**src/rtl/pipeline_ctrl.sv**
```systemverilog
`default_nettype none
// ============================================================================
// Module      : pipeline_ctrl
// Description : Stage-enable / flush sequencer for the 16-bit five-stage core.
//               Handles load-use bubbles, taken-branch wrong-path flushes and
//               RAM wait-state freezes with timeout, and keeps saturating
//               stall / flush event counters.
// Revision    : 1.0 - initial release
// ============================================================================
module pipeline_ctrl #(
    parameter int FLUSH_CYCLES = 1,
    parameter int MEM_TIMEOUT  = 255,
    parameter int CNT_W        = 16
) (
    input  logic             clk,
    input  logic             rst,
    input  logic [15:0]      id_instr,
    input  logic             ex_valid,
    input  logic             ex_is_lw,
    input  logic [2:0]       ex_rd,
    input  logic             branch_taken,
    input  logic             mem_req,
    input  logic             mem_ready,
    output logic             pc_en,
    output logic             if_id_en,
    output logic             if_id_flush,
    output logic             id_ex_en,
    output logic             id_ex_bubble,
    output logic             ex_mem_en,
    output logic [1:0]       state,
    output logic             mem_err,
    output logic [CNT_W-1:0] stall_cnt,
    output logic [CNT_W-1:0] flush_cnt
);

    typedef enum logic [1:0] {
        S_RUN      = 2'd0,
        S_FLUSH    = 2'd1,
        S_MEM_WAIT = 2'd2,
        S_ERR      = 2'd3
    } state_t;

    localparam logic [1:0]       c_REM_INIT = 2'(FLUSH_CYCLES - 1);
    localparam logic [7:0]       c_TIMEOUT  = 8'(MEM_TIMEOUT);
    localparam logic [7:0]       c_TMR_ONE  = 8'd1;
    localparam logic [CNT_W-1:0] c_CNT_ONE  = CNT_W'(1);

    state_t           r_state;
    logic [1:0]       r_rem;
    logic [7:0]       r_timer;
    logic             r_ret_flush;
    logic             r_lu_hold;
    logic             r_mem_err;
    logic [CNT_W-1:0] r_stall_cnt;
    logic [CNT_W-1:0] r_flush_cnt;

    // ID-stage register usage decode
    logic [3:0] w_op;
    logic [2:0] w_rs;
    logic [2:0] w_rt;
    logic       w_reads_rs;
    logic       w_reads_rt;
    logic       w_unused_instr;

    assign w_op           = id_instr[15:12];
    assign w_rs           = id_instr[11:9];
    assign w_rt           = id_instr[8:6];
    assign w_unused_instr = ^id_instr[5:0];

    // sw reads rt too, but that operand is forwarded straight to RAM
    assign w_reads_rs = (w_op == 4'd0) | (w_op == 4'd4) | (w_op == 4'd5) | (w_op == 4'd6);
    assign w_reads_rt = (w_op == 4'd0) | (w_op == 4'd1) | (w_op == 4'd3) | (w_op == 4'd6);

    logic w_mem_stall;
    logic w_branch;
    logic w_load_use;
    logic w_release;
    logic w_eval_flush;
    logic w_check_mem;

    assign w_mem_stall = mem_req & ~mem_ready;
    assign w_branch    = branch_taken & ex_valid;
    // r_lu_hold guarantees exactly one bubble per load-use hazard
    assign w_load_use  = ex_valid & ex_is_lw & ~r_lu_hold &
                         ((w_reads_rs & (w_rs == ex_rd)) | (w_reads_rt & (w_rt == ex_rd)));
    assign w_release    = (r_state == S_MEM_WAIT) & mem_ready;
    assign w_eval_flush = (r_state == S_FLUSH) | (w_release & r_ret_flush);
    assign w_check_mem  = (r_state == S_RUN) | (r_state == S_FLUSH);

    logic       w_pc_en;
    logic       w_if_id_en;
    logic       w_if_id_flush;
    logic       w_id_ex_en;
    logic       w_id_ex_bubble;
    logic       w_ex_mem_en;
    state_t     w_next_state;
    logic [1:0] w_next_rem;
    logic [7:0] w_next_timer;
    logic [7:0] w_timer_inc;
    logic       w_next_ret_flush;
    logic       w_branch_acc;
    logic       w_lu_stall;
    logic       w_err_set;

    assign w_timer_inc = r_timer + c_TMR_ONE;

    // Hazard priority resolution: stage controls and next sequencer state
    always_comb begin
        w_pc_en          = 1'b0;
        w_if_id_en       = 1'b0;
        w_if_id_flush    = 1'b0;
        w_id_ex_en       = 1'b0;
        w_id_ex_bubble   = 1'b0;
        w_ex_mem_en      = 1'b0;
        w_next_state     = r_state;
        w_next_rem       = r_rem;
        w_next_timer     = r_timer;
        w_next_ret_flush = r_ret_flush;
        w_branch_acc     = 1'b0;
        w_lu_stall       = 1'b0;
        w_err_set        = 1'b0;

        if (r_state == S_ERR) begin
            w_next_state = S_ERR;
        end else if ((r_state == S_MEM_WAIT) && !mem_ready) begin
            w_next_timer = w_timer_inc;
            if (w_timer_inc == c_TIMEOUT) begin
                w_next_state = S_ERR;
                w_err_set    = 1'b1;
            end
        end else if (w_check_mem && w_mem_stall) begin
            // Freeze; the flush remainder stays parked in r_rem
            w_next_state     = S_MEM_WAIT;
            w_next_timer     = c_TMR_ONE;
            w_next_ret_flush = (r_state == S_FLUSH);
        end else begin
            // RUN / FLUSH behaviour, also used for the MEM_WAIT release cycle
            w_pc_en       = 1'b1;
            w_if_id_en    = 1'b1;
            w_id_ex_en    = 1'b1;
            w_ex_mem_en   = 1'b1;
            w_if_id_flush = w_eval_flush;
            if (w_branch) begin
                w_if_id_flush  = 1'b1;
                w_id_ex_bubble = 1'b1;
                w_branch_acc   = 1'b1;
                w_next_rem     = c_REM_INIT;
                w_next_state   = (FLUSH_CYCLES == 1) ? S_RUN : S_FLUSH;
            end else if (w_eval_flush) begin
                // ID holds a NOP here, so load-use is not considered
                if (r_rem <= 2'd1) begin
                    w_next_rem   = 2'd0;
                    w_next_state = S_RUN;
                end else begin
                    w_next_rem   = r_rem - 2'd1;
                    w_next_state = S_FLUSH;
                end
            end else if (w_load_use) begin
                w_pc_en        = 1'b0;
                w_if_id_en     = 1'b0;
                w_id_ex_bubble = 1'b1;
                w_lu_stall     = 1'b1;
                w_next_state   = S_RUN;
            end else begin
                w_next_state = S_RUN;
            end
        end
    end

    // Sequencer state, sticky error flag and saturating event counters
    always_ff @(posedge clk or negedge rst) begin
        if (!rst) begin
            r_state     <= S_RUN;
            r_rem       <= 2'd0;
            r_timer     <= 8'd0;
            r_ret_flush <= 1'b0;
            r_lu_hold   <= 1'b0;
            r_mem_err   <= 1'b0;
            r_stall_cnt <= '0;
            r_flush_cnt <= '0;
        end else begin
            r_state     <= w_next_state;
            r_rem       <= w_next_rem;
            r_timer     <= w_next_timer;
            r_ret_flush <= w_next_ret_flush;
            r_lu_hold   <= w_lu_stall;
            if (w_err_set) begin
                r_mem_err <= 1'b1;
            end
            if (!w_pc_en && (r_state != S_ERR) && (r_stall_cnt != '1)) begin
                r_stall_cnt <= r_stall_cnt + c_CNT_ONE;
            end
            if (w_branch_acc && (r_flush_cnt != '1)) begin
                r_flush_cnt <= r_flush_cnt + c_CNT_ONE;
            end
        end
    end

    // All stage controls are held low while reset is asserted
    assign pc_en        = rst & w_pc_en;
    assign if_id_en     = rst & w_if_id_en;
    assign if_id_flush  = rst & w_if_id_flush;
    assign id_ex_en     = rst & w_id_ex_en;
    assign id_ex_bubble = rst & w_id_ex_bubble;
    assign ex_mem_en    = rst & w_ex_mem_en;
    assign state        = r_state;
    assign mem_err      = r_mem_err;
    assign stall_cnt    = r_stall_cnt;
    assign flush_cnt    = r_flush_cnt;

endmodule
`default_nettype wire

```
**config.mk**
```make
export PLATFORM = sky130hd
export DESIGN_NAME = pipeline_ctrl
export DESIGN_NICKNAME = d
export VERILOG_FILES = /design/src/rtl/pipeline_ctrl.sv
export SDC_FILE = /design/constraint.sdc
export NUM_CORES = 1
export LEC_CHECK = 0
export ABC_CLOCK_PERIOD_IN_PS = 2880
export BUFFER_PORTS_ARGS = -buffer_cell sky130_fd_sc_hd__buf_2
export CAP_MARGIN = 20
export CORE_ASPECT_RATIO = 1.25
export CORE_MARGIN = 8
export CORE_UTILIZATION = 30
export DETAILED_ROUTE_END_ITERATION = 10
export PLACE_DENSITY = 0.49
export SLEW_MARGIN = 15
export SYNTH_ARGS = -nofsm -noshare
export SYNTH_HDL_FRONTEND = slang
export SYNTH_SLANG_ARGS = --single-unit
```
**constraint.sdc**
```tcl
create_clock -name clk -period 2.88 [get_ports clk]
set_clock_uncertainty 0.1 [all_clocks]
set_input_delay 0.432 -clock clk [delete_from_list [all_inputs] [get_ports clk]]
set_output_delay 0.432 -clock clk [all_outputs]
set_load 0.01 [all_outputs]
```
## After elaboration in Yosys (flattened, before gate mapping)

Index checks and enable logic that the tools add are counted.

| operators by class | value |
|---|---|
| $add $sub $neg | 4 |
| $mul | 0 |
| div/mod/pow operators | 0 |
| magnitude comparators | 1 |
| equality and inequality tests | 15 |
| shifts and indexed selects | 0 |
| multiplexer cells | 42 |
| bitwise logic cells | 27 |
| reductions and logical operators | 14 |

Operator list:

| operator | count |
|---|---|
| 16-bit by 1-bit adder with 16-bit output (second input constant) | 2 |
| 16-bit != test (second input constant) | 2 |
| 1-bit two-way mux | 31 |
| 2-bit two-way mux | 9 |
| 8-bit two-way mux | 2 |
| 1-bit bitwise AND | 13 |
| 4-bit by 3-bit equality test with 1-bit output (second input constant) | 3 |
| 1-bit OR | 9 |
| 8-bit by 1-bit adder with 8-bit output (second input constant) | 1 |
| 8-bit equality test (second input constant) | 1 |
| 3-bit equality test | 2 |
| 1-bit logical AND | 5 |
| 1-bit inverter | 5 |
| 2-bit equality test (second input constant) | 2 |
| 4-bit by 1-bit equality test with 1-bit output (second input constant) | 1 |
| 4-bit by 2-bit equality test with 1-bit output (second input constant) | 1 |
| 4-bit logical NOT | 1 |
| 4-bit AND reduction | 1 |
| 2-bit nonzero test | 2 |
| 3-bit by 2-bit != test with 1-bit output (second input constant) | 1 |
| 3-bit AND reduction | 1 |
| 2-bit by 1-bit equality test with 1-bit output (second input constant) | 1 |
| 2-bit by 1-bit less-or-equal comparator with 1-bit output (second input constant) | 1 |
| 1-bit logical NOT | 2 |
| other kinds (4) | 4 |

| storage, ports and cells | value |
|---|---|
| register bits after elaboration | 47 |
| bits in latches | 0 |
| memory bits (writable) | 0 |
| memory bits (read-only) | 0 |
| bits of input ports | 26 |
| output and inout bits | 41 |
| logic and storage cells | 111 |
| memories | 0 |

## Depth between registers and ports, before layout

Gate-level depths: netlist of the first run.

| depth | value |
|---|---|
| word-level depth | 16 |
| depth in mapped cells | 7 |
| gate-level depth less buffers | 7 |

## Worst setup path before layout of the first run

OpenSTA, ideal clock, no wires.

| path | value |
|---|---|
| path type | register to output |
| start | register r_state[1] (netlist: state[1]) |
| end | output port pc_en |
| arrival time | 1.721 ns |
| required time | 2.348 ns |
| path slack | 0.627 ns |
| stages on the path, launching flop included | 8 |
| path buffers | 1 |
| path through | dfrtp_1 -> nor2b_1 -> and3_1 -> nand3b_1 -> or3_1 -> a21oi_1 -> nor2_1 -> buf_4 |

| on the way | value |
|---|---|
| longest elaborated chain between the ends | 10 |

RTL lines:

| element | RTL line | source |
|---|---|---|
| start, declared | 48 | `state_t r_state;` |
| start signal, assigned | 182 | `r_state <= w_next_state;` |
| 2-bit equality test | 86, 125 |  |
| 1-bit bitwise AND | 86 | `assign w_release = (r_state == S_MEM_WAIT) & mem_ready;` |
| 1-bit bitwise AND | 87 | `assign w_eval_flush = (r_state == S_FLUSH) \| (w_release & r_ret_flush);` |
| 1-bit OR | 87 |  |
| 1-bit two-way mux (4 in series) | -- |  |
| 1-bit two-way mux * | -- |  |
| 1-bit bitwise AND * | -- |  |
| end, declared | 24 | `output logic pc_en,` |

Every way passes the cells marked *; elsewhere a longest branch is shown, timed or not.

## Worst setup path in the final report of the first run

| path | value |
|---|---|
| start | register r_state[1] (netlist: state[1]) |
| end | output port if_id_en |

| on the way | value |
|---|---|
| longest elaborated chain between the ends | 10 |

RTL lines:

| element | RTL line | source |
|---|---|---|
| 2-bit equality test | 86, 125 |  |
| 1-bit bitwise AND | 86 |  |
| 1-bit bitwise AND | 87 |  |
| 1-bit OR | 87 |  |
| 1-bit two-way mux | 149 | `end else if (w_eval_flush) begin` |
| 1-bit two-way mux | 143 | `if (w_branch) begin` |
| 1-bit two-way mux | 131 | `end else if (w_check_mem && w_mem_stall) begin` |
| 1-bit two-way mux | 125 | `end else if ((r_state == S_MEM_WAIT) && !mem_ready) begin` |
| 1-bit two-way mux * | 123 | `if (r_state == S_ERR) begin` |
| 1-bit bitwise AND * | 201 | `assign if_id_en = rst & w_if_id_en;` |
| end, declared | 25 | `output logic if_id_en,` |

Marks and branches as above.

==> results.toml, run 1 <==
[synth]
synthesis.instances = 259
yosysUniqueCellTypes = 45
synth.area.top_cells = "sky130_fd_sc_hd__dfrtp_1 (47%), sky130_fd_sc_hd__xor2_1 (9.8%), sky130_fd_sc_hd__nand2_1 (6.0%)"
seq_area_frac_synth = 0.468
yosys_warnings = 0
synth_edf_count = 0
mappedNetlistNets = 289
postSynthAreaPerCell_um2 = 9.70
syn-cell-area_mm2 = 0.00251
ys_top_cells_by_count = "sky130_fd_sc_hd__dfrtp_1 (47), sky130_fd_sc_hd__nand2_1 (40), sky130_fd_sc_hd__xor2_1 (28)"
synth-async-reset-ratio = 1.00
synth.top_cell.area_share = 0.468
yosys.cell_count.top_type = "sky130_fd_sc_hd__dfrtp_1"
synth.ff_latch_count = 47
synth_ff_type = "sky130_fd_sc_hd__dfrtp_1"
netlist.top_cell.by_area = "sky130_fd_sc_hd__dfrtp_1"

[layout]
nNetsFinal = 357
layout_overhead_on_the_synthesized_area_pct = 20.0
antenna-diode-count = 0
seqCellArea_mm2 = 0.00118
area_taken_by_multi_input_logic_gates_mm2 = 0.00128
drive_above_1_share = 0.238
num-fill-cells = 856

[worst_setup_path]
timing.critical_path.buf_inv = 1
critical_path.top_delay_family = "simple AND/OR/NAND/NOR gates"
crit_path_end_kind = "primary output"
worstSetupPathType = "reg2out"
cpPeakStageDelay_ps = 480
worstPathRequired_ps = 2350
worst_path_max_delay_cell = "sky130_fd_sc_hd__dfrtp_1"
worstPathArrival_ps = 2160
timing.critical_path.from = "state[1]$_DFFE_PN0P_"
timing.critical_path.cells = "nor2b_1, and3_1, nand3b_1, or3_1, a21oi_1, nor2_1, buf_2"
critical_path_peak_fanout = 8
cp-start-kind = "flop"
critical_path.reg2reg.startpoint = "state[1]$_DFFE_PN0P_"

[cts]
h-tree-depth = 2
clkTransAtPathRegs_ps = 90
cts_tree = "done"
cts_num_sinks = 47
cts_resized = 0
clock_tree.buffer_depth = 2
post_cts_repair_setup_buffers = 0
root_buffer = "sky130_fd_sc_hd__clkbuf_8"
cts_buffers = 5
worstSkewPairLatency_ps = 300
cts.hold.buffers_added = 0

[sta]
rsz0062_at_grt = "false"
timing_hold_violations_final = 0
timing.final.setup_violations = 0
worst_slew_margin_rel = 0.557
maxClockFrequency_mhz = 372
tightest_slew_ps = 659
period_share = 0.934
report.final.slew_viol_count = 0
setup_tns_ps = 0
finalWorstPathRequiredPeriod_ps = 2690

[floorplanning]
floorplan.core_area_mm2 = 0.00819
die_h_um = 118
floorplan.die.width_um = 97.8
std_cell_rows = 37
initial_core_util = 0.306
die_area_mm2 = 0.0116
boundaryPins = 67

[place]
place_hpwl_um = 4820
place.port_buffers = 60
routabilityCongestion = 0.754

[routing]
detailroute.via_count = 2134
number_of_antenna_violating_nets_in_the_routed_design = 0
wl_per_cell_um = 14.8
violation_count_after_the_first_detailed_routing_iteration = 132
via_per_inst = 5.02
drt_first_pass_iters = 4
routed_wl_um = 6310
remaining_drc_errors = 0

[global_route]
grt_residual_overflow = 0
grt_pass1_vias = 2228
pin_count_of_the_biggest_net_entering_global_routing = 48
grt.total_usage = 0.114
grt_antenna_before_repair = 0
wire_length_of_the_first_global_routing_pass_um = 10900

[min_path]
hold_path.class = "in2async"

[pwr]
leakagePower_nw = 1.49
cellPowerDensity_mw_per_mm2 = 556
vdd.ir_drop.worst_mv = 0.245
sum_of_internal_switching_and_leakage_power_mw = 1.68

[run_status]
run_status = "finished clean"

[run]
drv_cap = 0
[per-stage QoR]
stage	setup slack [ps]	cell area, µm²	util	hold slack [ps]	instances
after floorplan	627	2510	-	36.4	259
after global placement	436	2930	0.358	349	417
after detailed placement	388	2930	0.358	359	417
after CTS	175	3010	0.368	242	425
after global routing	9.93	3010	0.368	268	425
final	191	3010	0.368	207	425
[flip-flops by register name, summed over array words and instances, names as in the netlist]
register,count
flush_cnt,16
stall_cnt,16
r_timer,8
r_rem,2
state,2
mem_err,1
r_lu_hold,1
r_ret_flush,1
[path summary, 6_finish.rpt]
kind | end | slack [ps] | cells after the start
worst max-delay path | if_id_en | 190 | 7
worst min-delay path | r_rem[0]$_DFFE_PN0P_ | 210 | 2
worst max register to register | stall_cnt[5]$_DFFE_PN0P_ | 610 | 7
worst min register to register | mem_err$_DFFE_PN0P_ | 380 | 1
max in group asynchronous | stall_cnt[4]$_DFFE_PN0P_ | 2060 | 2
min in group clk | r_lu_hold$_DFF_PN0_ | 370 | 3
[layer usage]
layer  track usage  up-vias  part of all wire
met5             0        -                 0
met4        0.0411        0             0.013
met3        0.0305        4             0.047
met2         0.201       46              0.50
met1         0.128     1036              0.44
li1              -     1048                 -
[final cells by class]
cell class / count / area share
Clock inverter: 1 / 0.00166
Clock buffer: 7 / 0.0253
Inverter: 5 / 0.00623
Tap cell: 97 / 0.0403
Timing Repair Buffer: 65 / 0.112
Multi-Input combinational cell: 203 / 0.424
Sequential cell: 47 / 0.390
[logic make-up (layout without fill, tap and decap cells)]
logic type,Yosys count,after routing,synth area share
simple gates,126,126,0.256
xor+xnor,39,39,0.136
buf+inv,9,78,0.0224
mux,3,3,0.0130
fa+ha+maj,4,4,0.0199
flops,47,47,0.468
compound gates,31,31,0.0847
[power by group]
group	internal [mW]	switching [mW]	total (mW)	leakage, nW
logic	0.176	0.220	0.396	0.831
registers	0.755	0.132	0.886	0.620
clock network	0.171	0.222	0.394	0.0422
total	1.10	0.574	1.68	1.49
[cells in the final DEF (no fill, tap or decap), types with 4 or more instances in the layout]
cell type / instances
sky130_fd_sc_hd__dfrtp_1: 47
sky130_fd_sc_hd__buf_4: 5
sky130_fd_sc_hd__ha_1: 4
sky130_fd_sc_hd__nand2_1: 40
sky130_fd_sc_hd__o21ai_0: 9
sky130_fd_sc_hd__and3_1: 8
sky130_fd_sc_hd__nor4_1: 9
sky130_fd_sc_hd__nand4_1: 7
sky130_fd_sc_hd__xnor2_1: 11
sky130_fd_sc_hd__a21oi_1: 6
sky130_fd_sc_hd__buf_2: 60
sky130_fd_sc_hd__xor2_1: 28
sky130_fd_sc_hd__nor3_1: 9
sky130_fd_sc_hd__nor2_1: 16
sky130_fd_sc_hd__nand2b_1: 6
sky130_fd_sc_hd__nand3_1: 15
sky130_fd_sc_hd__inv_1: 4
sky130_fd_sc_hd__clkbuf_8: 5
(Power assumes the default switching activity.)
==> run 2: changes to the inputs <==
--- a/config.mk
+++ b/config.mk
@@ -5,7 +5,7 @@
 export SDC_FILE = /design/constraint.sdc
 export NUM_CORES = 1
 export LEC_CHECK = 0
-export ABC_CLOCK_PERIOD_IN_PS = 2880
+export ABC_CLOCK_PERIOD_IN_PS = 3300
 export BUFFER_PORTS_ARGS = -buffer_cell sky130_fd_sc_hd__buf_2
 export CAP_MARGIN = 20
 export CORE_ASPECT_RATIO = 1.25
==> constraint.sdc (replaced) <==
create_clock -name clk -period 3.3 [get_ports clk]
set_clock_uncertainty 0.1 [all_clocks]
set_input_delay 0.495 -clock clk [delete_from_list [all_inputs] [get_ports clk]]
set_output_delay 0.495 -clock clk [all_outputs]
set_load 0.01 [all_outputs]
==> run 2 against run 1 <==
  * Non-clock buffer count fell by 2
  * Global-route usage is essentially flat
  * Register-to-register slack gained 180 ps
  * Final area fell by 0.37%
  * Setup slack better by 330 ps
  * Critical path depth stayed put
  * Wire length rose by 1.6%
  * Total power fell by 13%
  * Count of clock-buffer cells in the layout shrank 1
  * Utilization down 0.14 points
  * Cell count down 0.47%
  * Via count shrank 1.4%
  * Critical endpoint is now pc_en
==> results.toml, run 2 (synthesis results as in run 1) <==
[run_status]
run_status = "finished clean"

[pwr]
power.clock.fraction = 0.239
power_report.internal_total_uw = 958
vdd.ir_drop.worst_mv = 0.324
share_seq_of_total_power = 0.527
leakagePower_nw = 1.48
combinational_group_share_of_total_power = 0.234
cellPowerDensity_mw_per_mm2 = 488
power.switching_fraction = 0.346
p_switching_uw = 508
sum_of_internal_switching_and_leakage_power_mw = 1.47

[sta]
report.final.slew_viol_count = 0
timing_hold_violations_final = 0
finalWorstPathRequiredPeriod_ps = 2780
worst_slew_margin_rel = 0.564
timing.final.setup_violations = 0
period_share = 0.842
hold_slack_ps = 12.1
setup_tns_ps = 0
rsz0062_at_grt = "false"
tightest_slew_ps = 649
maxClockFrequency_mhz = 360

[layout]
antenna-diode-count = 0
layout_overhead_on_the_synthesized_area_pct = 19.6
final_cell_mix = "sky130_fd_sc_hd__buf_2 (60), sky130_fd_sc_hd__dfrtp_1 (47), sky130_fd_sc_hd__nand2_1 (40)"
finish.cell_count_without_fillers = 423
mostFrequentLayoutCell = "sky130_fd_sc_hd__buf_2"
final_area_mm2 = 0.00300
drive_above_1_share = 0.236
nNetsFinal = 355

[cts]
root_buffer = "sky130_fd_sc_hd__clkbuf_8"
cts_buffers = 5
clkTransAtPathRegs_ps = 90
h-tree-depth = 2
cts_tree = "done"
post_cts_repair_setup_buffers = 0
cts_num_sinks = 47
clock_tree.buffer_depth = 2
cts_resized = 0
cts.hold.buffers_added = 0
worstSkewPairLatency_ps = 300

[min_path]
hold_path.class = "in2async"

[routing]
number_of_antenna_violating_nets_in_the_routed_design = 0
remaining_drc_errors = 0
violation_count_after_the_first_detailed_routing_iteration = 102
detailroute.via_count = 2104
drt_first_pass_iters = 4
routed_wl_um = 6410
wl_per_cell_um = 15.1
via_per_inst = 4.97

[floorplanning]
initial_core_util = 0.306
floorplan.core_area_mm2 = 0.00819
die_h_um = 118
std_cell_rows = 37
floorplan.die.width_um = 97.8
boundaryPins = 67
die_area_mm2 = 0.0116

[worst_setup_path]
worstSetupPathType = "reg2out"
crit_path_end_kind = "primary output"
timing.critical_path.buf_inv = 1
worstPathArrival_ps = 2180
worstPathRequired_ps = 2700
cp-start-kind = "flop"
cpPeakStageDelay_ps = 480
critical_path.top_delay_family = "simple AND/OR/NAND/NOR gates"
critical_path_peak_fanout = 8
worst_path_max_delay_cell = "sky130_fd_sc_hd__dfrtp_1"
timing.critical_path.cells = "nor2b_1, and3_1, nand3b_1, or3_1, a21oi_1, nor2_1, buf_2"

[place]
place.port_buffers = 60
placement.cell_area_mm2 = 0.00292
place.detailed.instances = 415
routabilityCongestion = 0.764
place_hpwl_um = 4900

[run]
drv_cap = 0

[global_route]
wire_length_of_the_first_global_routing_pass_um = 11000
grt.total_usage = 0.114
pin_count_of_the_biggest_net_entering_global_routing = 33
grt_pass1_vias = 2219
grt_residual_overflow = 0
grt_antenna_before_repair = 0
==> run 2: metal layers <==
layer,GRT usage,routed length (µm)
met1,0.135,2940
met5,0,0
met4,0.0381,74
met2,0.198,3130
met3,0.0247,266
==> run 2: worst paths after layout <==
check                      slack [ps]                         to            startpoint  cells after the start
max                               520                      pc_en  state[1]$_DFFE_PN0P_                      7
min                                10       r_rem[0]$_DFFE_PN0P_                   rst                      1
max reg2reg                       790   stall_cnt[1]$_DFFE_PN0P_  state[1]$_DFFE_PN0P_                      6
min reg2reg                       370        mem_err$_DFFE_PN0P_   mem_err$_DFFE_PN0P_                      1
max in group asynchronous        2310  stall_cnt[12]$_DFFE_PN0P_                   rst                      2
min in group clk                  370        mem_err$_DFFE_PN0P_   mem_err$_DFFE_PN0P_                      1
==> run 2: power groups by stage <==
stage | clock network, mW | registers (mW) | logic (mW)
after floorplan | 0 | 0.802 | 0.168
after global placement | 0 | 0.783 | 0.348
after detailed placement | 0 | 0.787 | 0.351
after CTS | 0.365 | 0.775 | 0.353
after global routing | 0.382 | 0.793 | 0.383
final | 0.350 | 0.773 | 0.343
==> run 2: area by class of cell <==
cell class / instances / area [µm²]
fill: 879 / 5190
multi-input combinational: 203 / 1280
sequential: 47 / 1180
timing repair buffer: 63 / 323
tap: 97 / 121
clock buffer: 6 / 72.6
inverter: 5 / 18.8
clock inverter: 2 / 12.5
==> run 2: stage by stage <==
step | utilization | setup WS (ps)
floorplan | - | 984
global placement | 0.356 | 717
detailed placement | 0.356 | 684
CTS | 0.366 | 498
global route | 0.366 | 341
finish | 0.366 | 520
==> run 3: changes to the inputs <==
--- a/config.mk
+++ b/config.mk
@@ -5,14 +5,14 @@
 export SDC_FILE = /design/constraint.sdc
 export NUM_CORES = 1
 export LEC_CHECK = 0
-export ABC_CLOCK_PERIOD_IN_PS = 3300
+export ABC_CLOCK_PERIOD_IN_PS = 2400
 export BUFFER_PORTS_ARGS = -buffer_cell sky130_fd_sc_hd__buf_2
 export CAP_MARGIN = 20
 export CORE_ASPECT_RATIO = 1.25
 export CORE_MARGIN = 8
 export CORE_UTILIZATION = 30
 export DETAILED_ROUTE_END_ITERATION = 10
-export PLACE_DENSITY = 0.49
+export PLACE_DENSITY = 0.51
 export SLEW_MARGIN = 15
 export SYNTH_ARGS = -nofsm -noshare
 export SYNTH_HDL_FRONTEND = slang
==> constraint.sdc (replaced) <==
create_clock -name clk -period 2.4 [get_ports clk]
set_clock_uncertainty 0.1 [all_clocks]
set_input_delay 0.36 -clock clk [delete_from_list [all_inputs] [get_ports clk]]
set_output_delay 0.36 -clock clk [all_outputs]
set_load 0.01 [all_outputs]
==> run 3 against run 2 <==
  * The run now ends with negative setup slack left
  * Final area rose by 11%
  * Setup slack got worse by 570 ps
  * Worst hold slack improved by 91 ps
  * Combinational power rose by 53%
  * Largest cell class unchanged
==> results.toml, run 3 (synthesis results as in run 1) <==
[routing]
drt_first_pass_iters = 4
detailroute.via_count = 2182
number_of_antenna_violating_nets_in_the_routed_design = 0
via_per_inst = 4.99
route.layer.met1.wl_um = 2970
violation_count_after_the_first_detailed_routing_iteration = 85
wl_per_cell_um = 14.8
routed-wl-met3_um = 333
top_layer_used = "met4"
met2_wirelength_um = 3080
remaining_drc_errors = 0
routed_wl_um = 6480

[global_route]
grt.total_usage = 0.114
pin_count_of_the_biggest_net_entering_global_routing = 48
grt_antenna_before_repair = 0
grt_residual_overflow = 0
grt_pass1_vias = 2262
wire_length_of_the_first_global_routing_pass_um = 10900

[pwr]
p_switching_uw = 739
vdd.ir_drop.worst_mv = 0.365
power.switching_fraction = 0.322
combinational_group_share_of_total_power = 0.229
power.clock.fraction = 0.309
cellPowerDensity_mw_per_mm2 = 687
power_report.internal_total_mw = 1.56
share_seq_of_total_power = 0.462
leakagePower_nw = 1.61

[cts]
clkTransAtPathRegs_ps = 100
cts_num_sinks = 47
root_buffer = "sky130_fd_sc_hd__clkbuf_8"
h-tree-depth = 2
clock_tree.buffer_depth = 2
cts.hold.buffers_added = 0
worstSkewPairLatency_ps = 310
cts_tree = "done"
cts_buffers = 5

[layout]
final_cell_mix = "sky130_fd_sc_hd__buf_2 (60), sky130_fd_sc_hd__dfrtp_1 (45), sky130_fd_sc_hd__nand2_1 (38)"
mostFrequentLayoutCell = "sky130_fd_sc_hd__buf_2"
final_area_mm2 = 0.00334
nNetsFinal = 369
drive_above_1_share = 0.338
antenna-diode-count = 0
share_of_the_core_filled_with_cells = 0.408
finish.cell_count_without_fillers = 437
layout_overhead_on_the_synthesized_area_pct = 33.0

[sta]
finalWorstPathRequiredPeriod_ps = 2450
worst_slew_margin_rel = 0.407
timing.final.setup_violations = 3
maxClockFrequency_mhz = 408
period_share = 1.02
rsz0062_at_grt = "true"
worst_slack_ps = -48.6
tightest_slew_ps = 885
timing_hold_violations_final = 0
report.final.slew_viol_count = 0

[worst_setup_path]
worstPathRequired_ps = 1940
worstPathArrival_ps = 1990
cp-start-kind = "flop"
worstSetupEndpoint = "pc_en"
worstSetupPathType = "reg2out"
critical_path_peak_fanout = 3
r2r_setup_slack_ps = 100
crit_path_end_kind = "primary output"
reg2reg_depth = 7
r2r-end = "stall_cnt[8]$_DFFE_PN0P_"
timing.critical_path.from = "state[0]$_DFFE_PN0P_"
critical_path.reg2reg.startpoint = "stall_cnt[0]$_DFFE_PN0P_"

[run_status]
violated_checks = "negative setup slack"
run_status = "complete, but fails checks"

[floorplanning]
floorplan.die.width_um = 97.8
die_h_um = 118
die_area_mm2 = 0.0116
boundaryPins = 67
std_cell_rows = 37
floorplan.core_area_mm2 = 0.00819
initial_core_util = 0.306

[place]
place.detailed.instances = 422
routabilityCongestion = 0.820
placement.cell_area_mm2 = 0.00297
place_hpwl_um = 4770
place.port_buffers = 60

[run]
drv_cap = 0

[min_path]
hold_path.class = "in2async"
## run 3: cell count changes in the layout (fill, tap and decap cells not counted), moves of 3 or more
cell                     previous run  this run
sky130_fd_sc_hd__nor4_2             1         4
sky130_fd_sc_hd__nor4_4             0         4
sky130_fd_sc_hd__nor4_1             9         2
sky130_fd_sc_hd__buf_4              3        16
## run 3: metrics by stage
step / TNS (ps) / power, mW / setup slack, ps / hold slack (ps)
after floorplan: 0 / 1.33 / 217 / -35.6
after global placement: 0 / 1.56 / 61.3 / 349
after detailed placement: 0 / 1.57 / 32.5 / 356
after CTS: -74.2 / 2.28 / -37.3 / 149
after global routing: -483 / 2.42 / -159 / 192
final: -134 / 2.29 / -48.6 / 103
## run 3: power groups by stage
| stage | clock [mW] | sequential, mW | combinational, mW |
|---|---|---|---|
| 6_report | 0.708 | 1.06 | 0.526 |
| 5_1_grt | 0.755 | 1.08 | 0.588 |
| 4_1_cts | 0.721 | 1.06 | 0.505 |
| 3_5_place_dp | 0 | 1.07 | 0.493 |
| 3_3_place_gp | 0 | 1.07 | 0.488 |
| 2_1_floorplan | 0 | 1.10 | 0.231 |
## run 3: critical path: stages, from the launching register on
cell                        delay (ps)
sky130_fd_sc_hd__dfrtp_2           450
sky130_fd_sc_hd__a2111oi_4         340
sky130_fd_sc_hd__nand3b_1          130
sky130_fd_sc_hd__or3_4             430
sky130_fd_sc_hd__a21oi_4           130
sky130_fd_sc_hd__nor2_2             50
sky130_fd_sc_hd__buf_2             130
## run 3: final cells by class
cell class | instances | area (µm²)
Multi-Input combinational cell | 203 | 1450
Tap cell | 97 | 121
Timing Repair Buffer | 77 | 432
Clock buffer | 5 | 68.8
Clock inverter | 3 | 67.6
Sequential cell | 47 | 1180
Fill cell | 809 | 4850
Inverter | 5 | 18.8
## run 3: worst min-delay path by stage
stage | slack (ps) | cells after the start | endpoint | from
after floorplan | -40 | 0 | flush_cnt[0]$_DFFE_PN0P_ | rst
after global placement | 350 | 1 | mem_err$_DFFE_PN0P_ | mem_err$_DFFE_PN0P_
after detailed placement | 360 | 1 | mem_err$_DFFE_PN0P_ | mem_err$_DFFE_PN0P_
after CTS | 150 | 2 | flush_cnt[5]$_DFFE_PN0P_ | rst
after global routing | 190 | 2 | flush_cnt[5]$_DFFE_PN0P_ | rst
final | 100 | 2 | flush_cnt[5]$_DFFE_PN0P_ | rst
## run 3: repair_timing
| item | 4_1_cts | 5_1_grt |
|---|---|---|
| setup buffers | 6 | 1 |
| hold endpoints to repair | 0 | 0 |
| setup endpoints to repair | 3 | 19 |
| cloned | 0 | 0 |
| resized for setup | 9 | 24 |
| pin swaps | 5 | 8 |
## run 3: layer usage
| metal | vias to the layer above | track usage |
|---|---|---|
| li1 | 1076 | - |
| met1 | 1038 | 0.137 |
| met2 | 59 | 0.189 |
| met3 | 9 | 0.0364 |
| met4 | 0 | 0.0371 |
| met5 | - | 0 |
